<file path="src/rtl/cmul_pkg.sv">
// -----------------------------------------------------------------------------
// cmul_pkg
// Shared definitions for the complex-multiply sequencer:
//   - state_e : sequencer states (IDLE, ISSUE, WAIT, DONE)
//   - step_t  : index of the real product being issued (0..3)
//   - mul_lat : latency of the iterative radix-4 Booth multiplier
//   - SEL_M_B / SEL_R_D : operand-pair selection table indexed by step
// -----------------------------------------------------------------------------
package cmul_pkg;

    typedef enum logic [1:0] {
        ST_IDLE  = 2'd0,
        ST_ISSUE = 2'd1,
        ST_WAIT  = 2'd2,
        ST_DONE  = 2'd3
    } state_e;

    typedef logic [1:0] step_t;

    // Step order: 0 -> a*c, 1 -> b*d, 2 -> a*d, 3 -> b*c.
    // SEL_M_B[k] = 1 selects b as multiplicand (else a).
    // SEL_R_D[k] = 1 selects d as multiplier   (else c).
    localparam logic [3:0] SEL_M_B = 4'b1010;
    localparam logic [3:0] SEL_R_D = 4'b0110;

    // Cycles from the Ld cycle to the Valid cycle of the radix-4 Booth multiplier.
    function automatic int unsigned mul_lat(input int unsigned n);
        return (n + 1) / 2 + 1;
    endfunction

endpackage

</file>
<file path="src/rtl/cmul_round_sat.sv">
// -----------------------------------------------------------------------------
// cmul_round_sat
// Output stage used when CMUL_ROUND_SAT_EN is defined: converts the
// full-precision complex result to a Q1.(N-1) fraction by
// round-half-up(x >>> (N-1)), saturates to [-2^(N-1), 2^(N-1)-1] and
// sign-extends back to OW bits. Adds one register stage to the valid path.
//
// Ports:
//   clk, rst           : clock, asynchronous active-high reset
//   in_valid           : full-precision result is ready (sequencer in DONE)
//   in_re, in_im       : full-precision result, signed OW bits
//   out_ready          : downstream accept
//   out_valid          : registered result valid, held until accepted
//   out_re, out_im     : rounded/saturated result, signed OW bits
// -----------------------------------------------------------------------------
module cmul_round_sat
    import cmul_pkg::*;
#(
    parameter int unsigned N  = 16,
    parameter int unsigned OW = 2 * N + 1
) (
    input  logic                 clk,
    input  logic                 rst,
    input  logic                 in_valid,
    input  logic signed [OW-1:0] in_re,
    input  logic signed [OW-1:0] in_im,
    input  logic                 out_ready,
    output logic                 out_valid,
    output logic signed [OW-1:0] out_re,
    output logic signed [OW-1:0] out_im
);

    // One guard bit above OW so the rounding addend can never wrap.
    localparam logic signed [OW:0] MAX_V = (OW + 1)'(2 ** (N - 1) - 1);
    localparam logic signed [OW:0] MIN_V = ~MAX_V;
    localparam logic signed [OW:0] RND_V = (OW + 1)'(2 ** (N - 2));

    function automatic logic signed [OW-1:0] round_sat(input logic signed [OW-1:0] x);
        logic signed [OW:0] sum;
        logic signed [OW:0] sh;
        sum = {x[OW-1], x} + RND_V;
        sh  = sum >>> (N - 1);
        if (sh > MAX_V) begin
            sh = MAX_V;
        end else if (sh < MIN_V) begin
            sh = MIN_V;
        end
        return OW'(sh);
    endfunction

    logic                 valid_q, valid_d;
    logic signed [OW-1:0] re_q, re_d;
    logic signed [OW-1:0] im_q, im_d;

    always_comb begin
        // Valid follows in_valid one cycle late and drops on the handshake edge,
        // the same edge on which the sequencer leaves DONE.
        valid_d = in_valid && !(valid_q && out_ready);
        re_d    = round_sat(in_re);
        im_d    = round_sat(in_im);
    end

    always_ff @(posedge clk or posedge rst) begin
        if (rst) begin
            valid_q <= 1'b0;
            re_q    <= '0;
            im_q    <= '0;
        end else begin
            valid_q <= valid_d;
            re_q    <= re_d;
            im_q    <= im_d;
        end
    end

    assign out_valid = valid_q;
    assign out_re    = re_q;
    assign out_im    = im_q;

endmodule

</file>
<file path="src/rtl/cmul_mul_sequencer.sv">
// -----------------------------------------------------------------------------
// cmul_mul_sequencer
// Computes (a+jb)*(c+jd) by issuing the four real products ac, bd, ad, bc to a
// single external iterative radix-4 Booth multiplier, accumulating
// re = ac - bd and im = ad + bc, and presenting the result on valid/ready.
// One operation in flight at a time; new input is accepted only in IDLE.
//
// Optional feature (macro CMUL_ROUND_SAT_EN): output rounded/saturated to a
// Q1.(N-1) fraction through cmul_round_sat, one extra cycle of latency.
//
// Ports:
//   Clk, Rst             : clock, asynchronous active-high reset
//   in_valid / in_ready  : operand handshake (in_ready high only in IDLE)
//   in_a, in_b           : first operand  (real, imaginary), signed N bits
//   in_c, in_d           : second operand (real, imaginary), signed N bits
//   out_valid / out_ready: result handshake, result held until accepted
//   out_re, out_im       : result, signed OW bits
//   busy                 : sequencer not in IDLE
//   mul_ld               : one-cycle start pulse to the multiplier
//   mul_m, mul_r         : multiplicand / multiplier, held outside ISSUE
//   mul_valid, mul_p     : multiplier product pulse and product
// -----------------------------------------------------------------------------
module cmul_mul_sequencer
    import cmul_pkg::*;
#(
    parameter int unsigned N  = 16,
    parameter int unsigned PW = 2 * N,
    parameter int unsigned OW = 2 * N + 1
) (
    input  logic                 Clk,
    input  logic                 Rst,
    input  logic                 in_valid,
    output logic                 in_ready,
    input  logic [N-1:0]         in_a,
    input  logic [N-1:0]         in_b,
    input  logic [N-1:0]         in_c,
    input  logic [N-1:0]         in_d,
    output logic                 out_valid,
    input  logic                 out_ready,
    output logic signed [OW-1:0] out_re,
    output logic signed [OW-1:0] out_im,
    output logic                 busy,
    output logic                 mul_ld,
    output logic [N-1:0]         mul_m,
    output logic [N-1:0]         mul_r,
    input  logic                 mul_valid,
    input  logic [PW-1:0]        mul_p
);

    function automatic logic [N-1:0] pick_m(input step_t k, input logic [N-1:0] x_a,
                                            input logic [N-1:0] x_b);
        return SEL_M_B[k] ? x_b : x_a;
    endfunction

    function automatic logic [N-1:0] pick_r(input step_t k, input logic [N-1:0] x_c,
                                            input logic [N-1:0] x_d);
        return SEL_R_D[k] ? x_d : x_c;
    endfunction

    state_e               state_q, state_d;
    step_t                k_q, k_d;
    logic [N-1:0]         opa_q, opa_d;
    logic [N-1:0]         opb_q, opb_d;
    logic [N-1:0]         opc_q, opc_d;
    logic [N-1:0]         opd_q, opd_d;
    logic signed [OW-1:0] re_q, re_d;
    logic signed [OW-1:0] im_q, im_d;
    logic                 wait_first_q, wait_first_d;
    logic                 mul_ld_q, mul_ld_d;
    logic [N-1:0]         mul_m_q, mul_m_d;
    logic [N-1:0]         mul_r_q, mul_r_d;
    logic                 in_ready_q, in_ready_d;
    logic                 busy_q, busy_d;
    logic                 done_q, done_d;

    logic signed [OW-1:0] p_ext;

    assign p_ext = OW'($signed(mul_p));

    always_comb begin
        state_d      = state_q;
        k_d          = k_q;
        opa_d        = opa_q;
        opb_d        = opb_q;
        opc_d        = opc_q;
        opd_d        = opd_q;
        re_d         = re_q;
        im_d         = im_q;
        wait_first_d = 1'b0;
        mul_ld_d     = 1'b0;
        mul_m_d      = mul_m_q;
        mul_r_d      = mul_r_q;

        // Outputs are registered, so the operand pair and Ld pulse are set up
        // on the edge that enters ISSUE and are therefore live during ISSUE.
        case (state_q)
            ST_IDLE: begin
                if (in_valid && in_ready_q) begin
                    opa_d    = in_a;
                    opb_d    = in_b;
                    opc_d    = in_c;
                    opd_d    = in_d;
                    k_d      = '0;
                    state_d  = ST_ISSUE;
                    mul_ld_d = 1'b1;
                    mul_m_d  = pick_m('0, in_a, in_b);
                    mul_r_d  = pick_r('0, in_c, in_d);
                end
            end
            ST_ISSUE: begin
                state_d      = ST_WAIT;
                wait_first_d = 1'b1;
            end
            ST_WAIT: begin
                // A Valid in the cycle right after Ld is a leftover from the
                // multiplier's previous run and is dropped.
                if (mul_valid && !wait_first_q) begin
                    case (k_q)
                        2'd0:    re_d = p_ext;
                        2'd1:    re_d = re_q - p_ext;
                        2'd2:    im_d = p_ext;
                        default: im_d = im_q + p_ext;
                    endcase
                    if (k_q == 2'd3) begin
                        state_d = ST_DONE;
                    end else begin
                        k_d      = step_t'(k_q + 2'd1);
                        state_d  = ST_ISSUE;
                        mul_ld_d = 1'b1;
                        mul_m_d  = pick_m(k_d, opa_q, opb_q);
                        mul_r_d  = pick_r(k_d, opc_q, opd_q);
                    end
                end
            end
            ST_DONE: begin
                if (out_valid && out_ready) begin
                    state_d = ST_IDLE;
                end
            end
            default: state_d = ST_IDLE;
        endcase

        in_ready_d = (state_d == ST_IDLE);
        busy_d     = (state_d != ST_IDLE);
        done_d     = (state_d == ST_DONE);
    end

    always_ff @(posedge Clk or posedge Rst) begin
        if (Rst) begin
            state_q      <= ST_IDLE;
            k_q          <= '0;
            opa_q        <= '0;
            opb_q        <= '0;
            opc_q        <= '0;
            opd_q        <= '0;
            re_q         <= '0;
            im_q         <= '0;
            wait_first_q <= 1'b0;
            mul_ld_q     <= 1'b0;
            mul_m_q      <= '0;
            mul_r_q      <= '0;
            in_ready_q   <= 1'b0;
            busy_q       <= 1'b0;
            done_q       <= 1'b0;
        end else begin
            state_q      <= state_d;
            k_q          <= k_d;
            opa_q        <= opa_d;
            opb_q        <= opb_d;
            opc_q        <= opc_d;
            opd_q        <= opd_d;
            re_q         <= re_d;
            im_q         <= im_d;
            wait_first_q <= wait_first_d;
            mul_ld_q     <= mul_ld_d;
            mul_m_q      <= mul_m_d;
            mul_r_q      <= mul_r_d;
            in_ready_q   <= in_ready_d;
            busy_q       <= busy_d;
            done_q       <= done_d;
        end
    end

    assign in_ready = in_ready_q;
    assign busy     = busy_q;
    assign mul_ld   = mul_ld_q;
    assign mul_m    = mul_m_q;
    assign mul_r    = mul_r_q;

`ifdef CMUL_ROUND_SAT_EN
    cmul_round_sat #(
        .N  (N),
        .OW (OW)
    ) u_round_sat (
        .clk       (Clk),
        .rst       (Rst),
        .in_valid  (done_q),
        .in_re     (re_q),
        .in_im     (im_q),
        .out_ready (out_ready),
        .out_valid (out_valid),
        .out_re    (out_re),
        .out_im    (out_im)
    );
`else
    assign out_valid = done_q;
    assign out_re    = re_q;
    assign out_im    = im_q;
`endif

endmodule

</file>
<file path="config.mk">
export PLATFORM = sky130hd
export DESIGN_NAME = cmul_mul_sequencer
export DESIGN_NICKNAME = d
export VERILOG_FILES = /design/src/rtl/cmul_pkg.sv /design/src/rtl/cmul_round_sat.sv /design/src/rtl/cmul_mul_sequencer.sv
export SDC_FILE = /design/constraint.sdc
export NUM_CORES = 1
export LEC_CHECK = 0
export CELL_PAD_IN_SITES_DETAIL_PLACEMENT = 0
export CELL_PAD_IN_SITES_GLOBAL_PLACEMENT = 1
export CORE_MARGIN = 1.5
export CORE_UTILIZATION = 44
export DETAILED_ROUTE_END_ITERATION = 8
export GPL_ROUTABILITY_DRIVEN = 0
export PLACE_DENSITY = 0.88
export SYNTH_ARGS = -nofsm -noshare
export SYNTH_HDL_FRONTEND = slang
export SYNTH_HIERARCHICAL = 1
export SYNTH_SLANG_ARGS = --single-unit
</file>
<file path="constraint.sdc">
create_clock -name Clk -period 9.9 [get_ports Clk]
set_clock_uncertainty 0.2 [all_clocks]
set_input_delay 1.98 -clock Clk [delete_from_list [all_inputs] [get_ports Clk]]
set_output_delay 1.98 -clock Clk [all_outputs]
set_load 0.005 [all_outputs]
</file>
=== After elaboration in Yosys (flattened, before gate mapping) ===
Cells that the tools add are included.

* $add $sub $neg: 3
* Multipliers: 0
* Div/mod/pow operators: 0
* $lt $le $gt $ge: 1
* Equal/unequal tests: 10
* Shifts and indexed selects: 0
* Muxes and demuxes: 30
* Bitwise gates (word level): 1
* Reduce and logical (&&, ||, !) cells: 15

{| class="wikitable"
|+ Operator list
! kind !! number
|-
| $pmux W33 S2 || 2
|-
| $mux W16 || 8
|-
| $pmux W16 S2 || 2
|-
| $add A33 B32 Y33 || 1
|-
| $sub A33 B32 Y33 || 1
|-
| $mux W2 || 7
|-
| $eq A2 B2 Y1 const B || 5
|-
| $pmux W2 S4 || 1
|-
| $logic_not A2 Y1 || 3
|-
| $mux W1 || 6
|-
| $ne A2 B2 Y1 const B || 3
|-
| $reduce_and A3 Y1 || 2
|-
| $reduce_bool A2 Y1 || 3
|-
| $bmux W1 S2 || 2
|-
| $eq A2 B1 Y1 const B || 2
|-
| $pmux W2 S2 || 1
|-
| $reduce_and A4 Y1 || 1
|-
| $logic_and A1 B1 Y1 || 3
|-
| $lt A2 B3 Y1 const B || 1
|-
| $add A2 B1 Y2 const B || 1
|-
| $pmux W1 S2 || 1
|-
| $reduce_and A2 Y1 || 1
|-
| $reduce_or A2 Y1 || 1
|-
| $logic_not A1 Y1 || 1
|-
| $not A1 Y1 || 1
|}

* Register bits: 171
* Bits in latches: 0
* Bits in writable memories: 0
* Bits in read-only memories: 0
* Bits of input ports: 101
* Output and inout port bits: 102
* Word-level logic and storage cells: 75
* Memories kept: 0

=== Longest topological paths before layout ===
Gate-level depths: netlist (run 1).

* Word-level depth: 7
* Depth in mapped cells: 12
* Mapped depth without buffers: 12

=== Worst setup path before layout (run 1) ===
No wires, ideal clock.

* Path kind: input -> register
* From: input mul_p[0]
* To: register im_q[32] (netlist: out_im[32])
* Library setup time: 0.104 ns
* Arrival time: 4.174 ns
* Required time: 9.596 ns
* Path slack: 5.422 ns
* Cell stages on the path: 11
* Cells stage by stage: ha_1 fa_1 a211oi_1 o211ai_1 o211ai_1 a21o_1 o211ai_1 a21oi_1 o31ai_1 mux2_2 o311ai_1

* Longest elaborated chain between the ends: 2

{| class="wikitable"
|+ RTL lines
! item !! line !! source
|-
| start, declared || cmul_mul_sequencer.sv:47 || <nowiki>input logic [PW-1:0] mul_p</nowiki>
|-
| $add A33 B32 Y33 || cmul_mul_sequencer.sv:122 || <nowiki>default: im_d = im_q + p_ext;</nowiki>
|-
| $pmux W33 S2 || cmul_mul_sequencer.sv:118 || <nowiki>case (k_q)</nowiki>
|-
| end signal, assigned || cmul_mul_sequencer.sv:173 || <nowiki>im_q <= im_d;</nowiki>
|-
| end, declared || cmul_mul_sequencer.sv:67 || <nowiki>logic signed [OW-1:0] im_q, im_d;</nowiki>
|}

Every way passes these cells.
A chain may end at the register's enable or synchronous reset.

=== Final worst setup path (run 1) ===
* From: input mul_p[0]
* To: register re_q[32] (netlist: out_re[32])

* Longest elaborated chain between the ends: 2

{| class="wikitable"
|+ RTL lines
! item !! line !! source
|-
| $sub A33 B32 Y33 || cmul_mul_sequencer.sv:120 || <nowiki>2'd1: re_d = re_q - p_ext;</nowiki>
|-
| $pmux W33 S2 || cmul_mul_sequencer.sv:118 ||
|-
| end signal, assigned || cmul_mul_sequencer.sv:172 || <nowiki>re_q <= re_d;</nowiki>
|-
| end, declared || cmul_mul_sequencer.sv:66 || <nowiki>logic signed [OW-1:0] re_q, re_d;</nowiki>
|}

Every way passes these cells.

==> flow_summary.yaml, run 1 <==
setup_path:
  crit_fanout: 5
  worstRegToRegCells: 6
  start_kind: "input pin"
  reg2reg_slack_ns: 6.30
  r2r-start: "k_q[0]$_DFFE_PP0P_"
  cp-end-kind: "flop"
  path_class: "input pin to flop"
  arrival_ns: 5.09
  r2r-end: "out_re[7]$_DFFE_PP0P_"
  cp.required_ns: 10.01
timing:
  finalMaxSlewViolations: 0
  fin_setup_tns_ns: 0
  rsz0062_at_grt: "no"
  finalHoldViolCount: 0
  finalCriticalPeriod_ns: 4.97
  setup_violations: 0
  period_share: 0.502
  slew_headroom: 0.238
  tightest_slew_ns: 1.14
  fmax_mhz: 201
run_status:
  status: "completed"
floorplan:
  start_util: 0.452
  io_pins: 203
  die_h_um: 162
  rows: 57
  coreArea_mm2: 0.0245
  fp.dieW_um: 162
  dieArea_mm2: 0.0262
place:
  dp_hpwl_mm: 21.1
  io_buffer_count: 202
clocking:
  clkTransAtPathRegs_ns: 0.08
  clkLatencyLatePin_ns: 0.43
  cts_tree: "built"
  cts-hold-fix-buffers: 0
  numCtsBuffers: 17
  clockRootBuffer: "clkbuf_16"
  cts_sinks: 171
  cts-htree-levels: 4
  cts_setup_buffers: 0
  postCtsResizedCells: 0
  cts.path.max_buffers: 2
drt:
  drt_iter0_markers: 693
  wl_mm: 28.9
  drt-wirelength-per-cell_um: 16.8
  remaining_drc_errors: 0
  vias: 9442
  first_pass_iters: 5
  ant_nets: 0
  avgViaCountPerCell: 5.49
final_layout:
  diodes: 0
  syn_to_final_growth_pct: 26.5
  fin_nets: 1554
  drive_above_1_share: 0.100
power:
  power_density_mw_per_mm2: 323
  power_mw: 4.54
  leakagePower_nw: 6.32
  ir_drop_mv: 0.167
yosys:
  synth_edf_count: 0
  synth-seq-cells: 171
  postSynthCellCount: 1214
  synth_nets: 1385
  synth_cell_types: 67
  synth-seq-area-share: 0.386
  synth_area_mm2: 0.0111
  ys_warn_count: 6
  yosys.area.top_type_share: 0.386
  async_flop_share: 1.00
  ys.flop_type: "dfrtp_1"
  yosysTopAreaCell: "dfrtp_1"
  synthTopCellsByArea: "dfrtp_1 (39%), ha_1 (7.7%), o21ai_0 (6.9%)"
  syn_area_per_cell_um2: 9.14
global_route:
  grt_pass1_vias: 9281
  grt_use_total: 0.224
  antenna_found_initial: 1
  grt_max_degree: 104
  grt_pass1_wl_mm: 47.2
  grt_overflow: 0
hold_path:
  min_path_type: "flop to flop"
  hold_end: "mul_m[15]$_DFFE_PP0P_"
  min_path_cells: 2
  worstHoldStart: "mul_m[15]$_DFFE_PP0P_"
run:
  max_cap_violations: 0
==> through the flow <==
step,instance area (um^2),hold slack [ns],setup slack (ns),util,instances
2_1_floorplan,11100,0.265,3.09,-,1214
3_3_place_gp,13400,0.261,4.57,0.546,1688
3_5_place_dp,13400,0.270,4.51,0.546,1688
4_1_cts,14000,0.289,4.96,0.572,1720
5_1_grt,14000,0.302,4.76,0.572,1720
6_report,14000,0.286,4.93,0.572,1720
==> Yosys cell counts, types with 6 or more instances <==
cell	count
dfrtp_1	171
nand2_1	159
o21ai_0	152
a21oi_1	98
ha_1	68
mux2_2	67
mux2i_1	60
inv_1	53
clkbuf_1	52
nor2_1	52
a21o_1	35
xnor2_1	35
nor3_1	20
xor2_1	18
nand4_1	15
nand3_1	13
o21a_1	11
o211ai_1	10
and3_1	9
a31oi_1	8
nand2b_1	8
a211oi_1	7
nor2b_1	6
o21bai_1	6
==> kinds of logic after synthesis <==
logic type,count (synthesis),synth area share
AOI/OAI and AO/OA,371,0.206
xor gates and xnor gates,53,0.0419
adders and majority gates,70,0.0803
buffers and inverters,115,0.0396
DFF,171,0.386
muxes,128,0.123
and+or+nand+nor,306,0.123
==> cell type report <==
class	count	area, um^2
clock buffer	17	425
clock inverter	15	199
fill	2218	10500
inverter	54	208
multi-input combinational	928	6420
sequential	171	4280
tap	324	405
timing repair buffer	211	2090
==> power breakdown <==
group,switching [mW],internal (mW)
Clock,0.357,0.350
Sequential,0.237,1.03
Combinational,1.30,1.26
Total,1.90,2.64
==> placed cells by master (no fill, tap or decap), types with 10 or more instances in the layout <==
cell type	n
nand4_1	15
nand3_1	13
nor2_1	51
mux2_2	67
a21oi_1	98
nand2_1	158
mux2i_1	60
o21a_1	11
xor2_1	17
inv_1	52
dfrtp_1	171
o211ai_1	10
xnor2_1	35
a21o_1	35
ha_1	66
o21ai_0	151
clkbuf_16	17
clkdlybuf4s50_1	202
nor3_1	19
==> layer usage <==
metal | wire length (um) | vias up | share of wire | track usage
met4 | 675 | 2 | 0.023 | 0.0742
met2 | 13400 | 232 | 0.46 | 0.368
met1 | 12800 | 4482 | 0.44 | 0.289
met3 | 2050 | 45 | 0.071 | 0.0587
li1 | - | 4681 | - | -
met5 | 11 | - | 0.00038 | 0
==> sequential cells by signal, indices dropped and copies added (netlist names), 16 cells and up <==
signal / flops
out_im: 33
out_re: 33
mul_m: 16
mul_r: 16
opa_q: 16
opb_q: 16
opc_q: 16
opd_q: 16
==> worst max-delay path, stage by stage <==
cell,delay [ns]
clkdlybuf4s50_1,0.49
ha_1,0.25
fa_1,0.43
nor2b_4,0.14
o31a_2,0.19
o21ai_4,0.10
o31ai_4,0.45
a31oi_1,0.15
o211a_1,0.24
a311oi_1,0.46
a21o_1,0.13
nand3_1,0.07
==> worst max-delay path by stage <==
stage | startpoint | to | slack, ns | cells after the start
after floorplan | Rst | busy$_DFF_PP0_ | 3.09 | 1
after global routing | mul_p[0] | out_im[32]$_DFFE_PP0P_ | 4.76 | 12
after global placement | mul_p[0] | out_im[32]$_DFFE_PP0P_ | 4.57 | 12
after CTS | mul_p[0] | out_im[32]$_DFFE_PP0P_ | 4.96 | 12
final | mul_p[0] | out_re[32]$_DFFE_PP0P_ | 4.93 | 12
after detailed placement | mul_p[0] | out_im[32]$_DFFE_PP0P_ | 4.51 | 12
Power figures use the tool's default switching activity.
==> inputs of run 2 (changes only) <==
--- a/config.mk
+++ b/config.mk
@@ -8,10 +8,10 @@
 export CELL_PAD_IN_SITES_DETAIL_PLACEMENT = 0
 export CELL_PAD_IN_SITES_GLOBAL_PLACEMENT = 1
 export CORE_MARGIN = 1.5
-export CORE_UTILIZATION = 44
+export CORE_UTILIZATION = 41
 export DETAILED_ROUTE_END_ITERATION = 8
 export GPL_ROUTABILITY_DRIVEN = 0
-export PLACE_DENSITY = 0.88
+export PLACE_DENSITY = 0.83
 export SYNTH_ARGS = -nofsm -noshare
 export SYNTH_HDL_FRONTEND = slang
 export SYNTH_HIERARCHICAL = 1
==> constraint.sdc (replaced) <==
create_clock -name Clk -period 4.8 [get_ports Clk]
set_clock_uncertainty 0.2 [all_clocks]
set_input_delay 0.96 -clock Clk [delete_from_list [all_inputs] [get_ports Clk]]
set_output_delay 0.96 -clock Clk [all_outputs]
set_load 0.005 [all_outputs]
==> flow_summary.yaml, run 2 (synthesized netlist as in run 1, its figures left out) <==
global_route:
  grt_pass1_wl_mm: 47.7
  grt_use_total: 0.212
  grt_pass1_vias: 9297
  grt_max_degree: 72
  antenna_found_initial: 1
  grt_overflow: 0
drt:
  vias: 9345
  wl_mm: 29.0
  avgViaCountPerCell: 5.36
  remaining_drc_errors: 0
  ant_nets: 0
  drt_iter0_markers: 635
  first_pass_iters: 5
  drt-wirelength-per-cell_um: 16.6
power:
  ir_drop_mv: 0.291
  leakagePower_nw: 6.36
  power_density_mw_per_mm2: 665
clocking:
  postCtsResizedCells: 0
  clockRootBuffer: "clkbuf_16"
  cts-hold-fix-buffers: 0
  numCtsBuffers: 17
  cts-htree-levels: 4
  cts.path.max_buffers: 2
  cts_tree: "built"
  cts_sinks: 171
  cts_setup_buffers: 0
  clkLatencyLatePin_ns: 0.44
  clkTransAtPathRegs_ns: 0.08
final_layout:
  fin_util: 0.529
  drive_above_1_share: 0.103
  final_cell_mix: "clkdlybuf4s50_1 (202), dfrtp_1 (171), nand2_1 (158)"
  fin_nets: 1559
  stdcell_count: 1743
  layout_commonest_cell: "clkdlybuf4s50_1"
  syn_to_final_growth_pct: 27.5
setup_path:
  path_class: "input pin to flop"
  arrival_ns: 4.14
  cp-end-kind: "flop"
  worstRegToRegCells: 12
  cp.required_ns: 4.97
  start_kind: "input pin"
  crit_fanout: 5
timing:
  finalHoldViolCount: 0
  slew_headroom: 0.236
  fin_setup_tns_ns: 0
  finalMaxSlewViolations: 0
  fmax_mhz: 252
  period_share: 0.828
  finalCriticalPeriod_ns: 3.98
  tightest_slew_ns: 1.15
  setup_violations: 0
  rsz0062_at_grt: "no"
place:
  io_buffer_count: 202
  dp_hpwl_mm: 21.4
  dp_cells: 1710
floorplan:
  die_h_um: 167
  start_util: 0.415
  rows: 60
  io_pins: 203
  fp.dieW_um: 167
  coreArea_mm2: 0.0267
  dieArea_mm2: 0.0280
run:
  max_cap_violations: 0
run_status:
  status: "completed"
hold_path:
  min_path_cells: 2
  min_path_type: "flop to flop"
## run 2: stage by stage
stage | setup WS, ns | cell area (um^2) | hold WS, ns | power, mW
final | 0.825 | 14100 | 0.280 | 9.41
after global routing | 0.664 | 14100 | 0.305 | 10.2
after CTS | 0.865 | 14100 | 0.286 | 9.49
after detailed placement | 0.422 | 13500 | 0.269 | 7.96
after global placement | 0.481 | 13500 | 0.262 | 7.86
after floorplan | 1.34 | 11100 | 0.265 | 6.14
## run 2: critical path, stage by stage
cell,delay [ns]
clkdlybuf4s50_1,0.46
ha_1,0.25
fa_1,0.44
nor2b_4,0.15
o31a_2,0.18
o21ai_4,0.11
o31ai_4,0.43
a31oi_1,0.16
o211a_1,0.24
a311oi_1,0.48
o21ai_0,0.17
nand3_1,0.10
## run 2: worst paths after layout
path | from | to | slack, ns
setup / recovery | mul_p[0] | out_re[32]$_DFFE_PP0P_ | 0.82
hold / removal | mul_r[14]$_DFFE_PP0P_ | mul_r[14]$_DFFE_PP0P_ | 0.28
setup reg to reg | out_re[0]$_DFFE_PP0P_ | out_re[32]$_DFFE_PP0P_ | 1.35
hold reg to reg | mul_r[14]$_DFFE_PP0P_ | mul_r[14]$_DFFE_PP0P_ | 0.28
max in group asynchronous | Rst | out_re[24]$_DFFE_PP0P_ | 2.63
min in group asynchronous | Rst | out_re[3]$_DFFE_PP0P_ | 0.89
## run 2: layout make-up
| type | instances | area (um^2) |
|---|---|---|
| multi-input combinational | 928 | 6420 |
| timing repair buffer | 216 | 2160 |
| clock inverter | 15 | 220 |
| inverter | 54 | 206 |
| sequential | 171 | 4280 |
| antenna | 1 | 2.50 |
| clock buffer | 17 | 425 |
| fill | 2491 | 12600 |
| tap | 341 | 427 |
## run 2: where the power goes
group | internal [mW] | switching (mW) | total [mW]
registers | 2.12 | 0.492 | 2.62
logic | 2.62 | 2.68 | 5.29
clock network | 0.767 | 0.733 | 1.50
total | 5.51 | 3.90 | 9.41
## run 2: metal layers
metal	global-route usage	vias to the layer above	part of all wire
li1	-	4675	-
met1	0.264	4411	0.44
met2	0.352	234	0.47
met3	0.0678	25	0.076
met4	0.0588	0	0.014
met5	0	-	0
==> inputs of run 3 (changes only) <==
==> constraint.sdc (replaced) <==
create_clock -name Clk -period 3.8 [get_ports Clk]
set_clock_uncertainty 0.2 [all_clocks]
set_input_delay 0.76 -clock Clk [delete_from_list [all_inputs] [get_ports Clk]]
set_output_delay 0.76 -clock Clk [all_outputs]
set_load 0.005 [all_outputs]
==> flow_summary.yaml, run 3 (synthesized netlist as in run 1, its figures left out) <==
drt:
  avgViaCountPerCell: 5.37
  remaining_drc_errors: 0
  first_pass_iters: 5
  drt-wirelength-per-cell_um: 16.6
  wl_mm: 30.2
  vias: 9726
  ant_nets: 0
  drt_iter0_markers: 588
setup_path:
  path_class: "input pin to flop"
  crit_fanout: 5
  cp_top_family: "compound AO/OA/AOI/OAI gates"
  arrival_ns: 3.71
  start_kind: "input pin"
  critical_path_buf_inv_count: 1
  cp_cell_sequence: "clkdlybuf4s50_1, ha_1, o211ai_1, o211ai_2, nor4b_1, a21oi_2, o21ai_1, a21o_1, a41o_1, mux2_1, a21oi_1"
  critPathSlowestCell: "clkdlybuf4s50_1"
  cp.required_ns: 3.96
  crit_path_max_incr_delay_ns: 0.54
  cp-end-kind: "flop"
clocking:
  cts_setup_buffers: 0
  postCtsResizedCells: 0
  cts_sinks: 171
  cts-htree-levels: 4
  clockRootBuffer: "clkbuf_16"
  clkTransAtPathRegs_ns: 0.08
  clkLatencyLatePin_ns: 0.44
  numCtsBuffers: 17
  cts-hold-fix-buffers: 0
  cts.path.max_buffers: 2
  cts_tree: "built"
timing:
  fmax_mhz: 282
  fin_ws_ns: 0.248
  tightest_slew_ns: 0.989
  setup_violations: 0
  slew_headroom: 0.338
  period_share: 0.935
  fin_setup_tns_ns: 0
  finalMaxSlewViolations: 0
  finalHoldViolCount: 0
  rsz0062_at_grt: "no"
  finalCriticalPeriod_ns: 3.55
hold_path:
  min_path_type: "flop to flop"
final_layout:
  layout_commonest_cell: "clkdlybuf4s50_1"
  stdcell_count: 1811
  drive_above_1_share: 0.146
  syn_to_final_growth_pct: 32.1
  fin_util: 0.548
  final_cell_mix: "clkdlybuf4s50_1 (202), dfrtp_1 (171), nand2_1 (158)"
  diodes: 0
  fin_nets: 1628
power:
  power_mw: 12.3
  leakagePower_nw: 6.69
  ir_drop_mv: 0.399
  power_density_mw_per_mm2: 841
floorplan:
  dieArea_mm2: 0.0280
  fp.dieW_um: 167
  rows: 60
  die_h_um: 167
  coreArea_mm2: 0.0267
  io_pins: 203
  start_util: 0.415
place:
  pre_cts_slack_ns: -0.204
  dp_hpwl_mm: 22.4
  io_buffer_count: 202
  dp_cells: 1779
global_route:
  grt_pass1_vias: 9743
  grt_use_total: 0.220
  grt_pass1_wl_mm: 49.8
  antenna_found_initial: 1
  grt_overflow: 0
  grt_max_degree: 88
run:
  max_cap_violations: 0
run_status:
  status: "completed"
run 3: metal layers:
| layer | global-route usage | share of wire | vias to the layer above | wire [um] |
|---|---|---|---|---|
| met5 | 0 | 0 | - | 0 |
| met4 | 0.0670 | 0.019 | 0 | 563 |
| met3 | 0.0551 | 0.061 | 35 | 1850 |
| met2 | 0.361 | 0.46 | 243 | 14000 |
| met1 | 0.287 | 0.46 | 4627 | 13800 |
| li1 | - | - | 4821 | - |
run 3: report_power, final:
part / internal, mW / switching (mW) / total [mW]
sequential: 2.68 / 0.630 / 3.31
combinational: 3.61 / 3.50 / 7.11
clock: 0.932 / 0.969 / 1.90
run 3: area by class of cell:
type | instances | area (um^2)
fill | 2434 | 12100
multi-input combinational | 928 | 6420
sequential | 171 | 4280
timing repair buffer | 285 | 2670
tap | 341 | 427
clock buffer | 17 | 425
clock inverter | 15 | 220
inverter | 54 | 206
run 3: metrics by stage:
step | instance area [um^2] | hold WS, ns
5_1_grt | 14700 | 0.315
2_1_floorplan | 11100 | 0.265
6_report | 14700 | 0.285
3_5_place_dp | 14000 | 0.271
4_1_cts | 14600 | 0.292
3_3_place_gp | 14000 | 0.262
run 3: worst paths after layout:
path                                  startpoint  slack (ns)                endpoint  cells past startpoint
min in group asynchronous                    Rst        0.48    opa_q[7]$_DFFE_PP0P_                      2
setup reg to reg           out_re[0]$_DFFE_PP0P_        0.62  out_re[32]$_DFFE_PP0P_                     13
hold / removal              mul_r[4]$_DFFE_PP0P_        0.29    mul_r[4]$_DFFE_PP0P_                      2
hold reg to reg             mul_r[4]$_DFFE_PP0P_        0.29    mul_r[4]$_DFFE_PP0P_                      2
setup / recovery                        mul_p[2]        0.25  out_im[31]$_DFFE_PP0P_                     11
max in group asynchronous                    Rst        2.14  out_im[28]$_DFFE_PP0P_                      3
run 3: worst min-delay path: cells and delay by family (launching register included):
| kind | cells | cell delay [ns] |
|---|---|---|
| DFF | 1 | 0.35 |
| AOI/OAI and AO/OA | 1 | 0.06 |
| and+or+nand+nor | 1 | 0.05 |
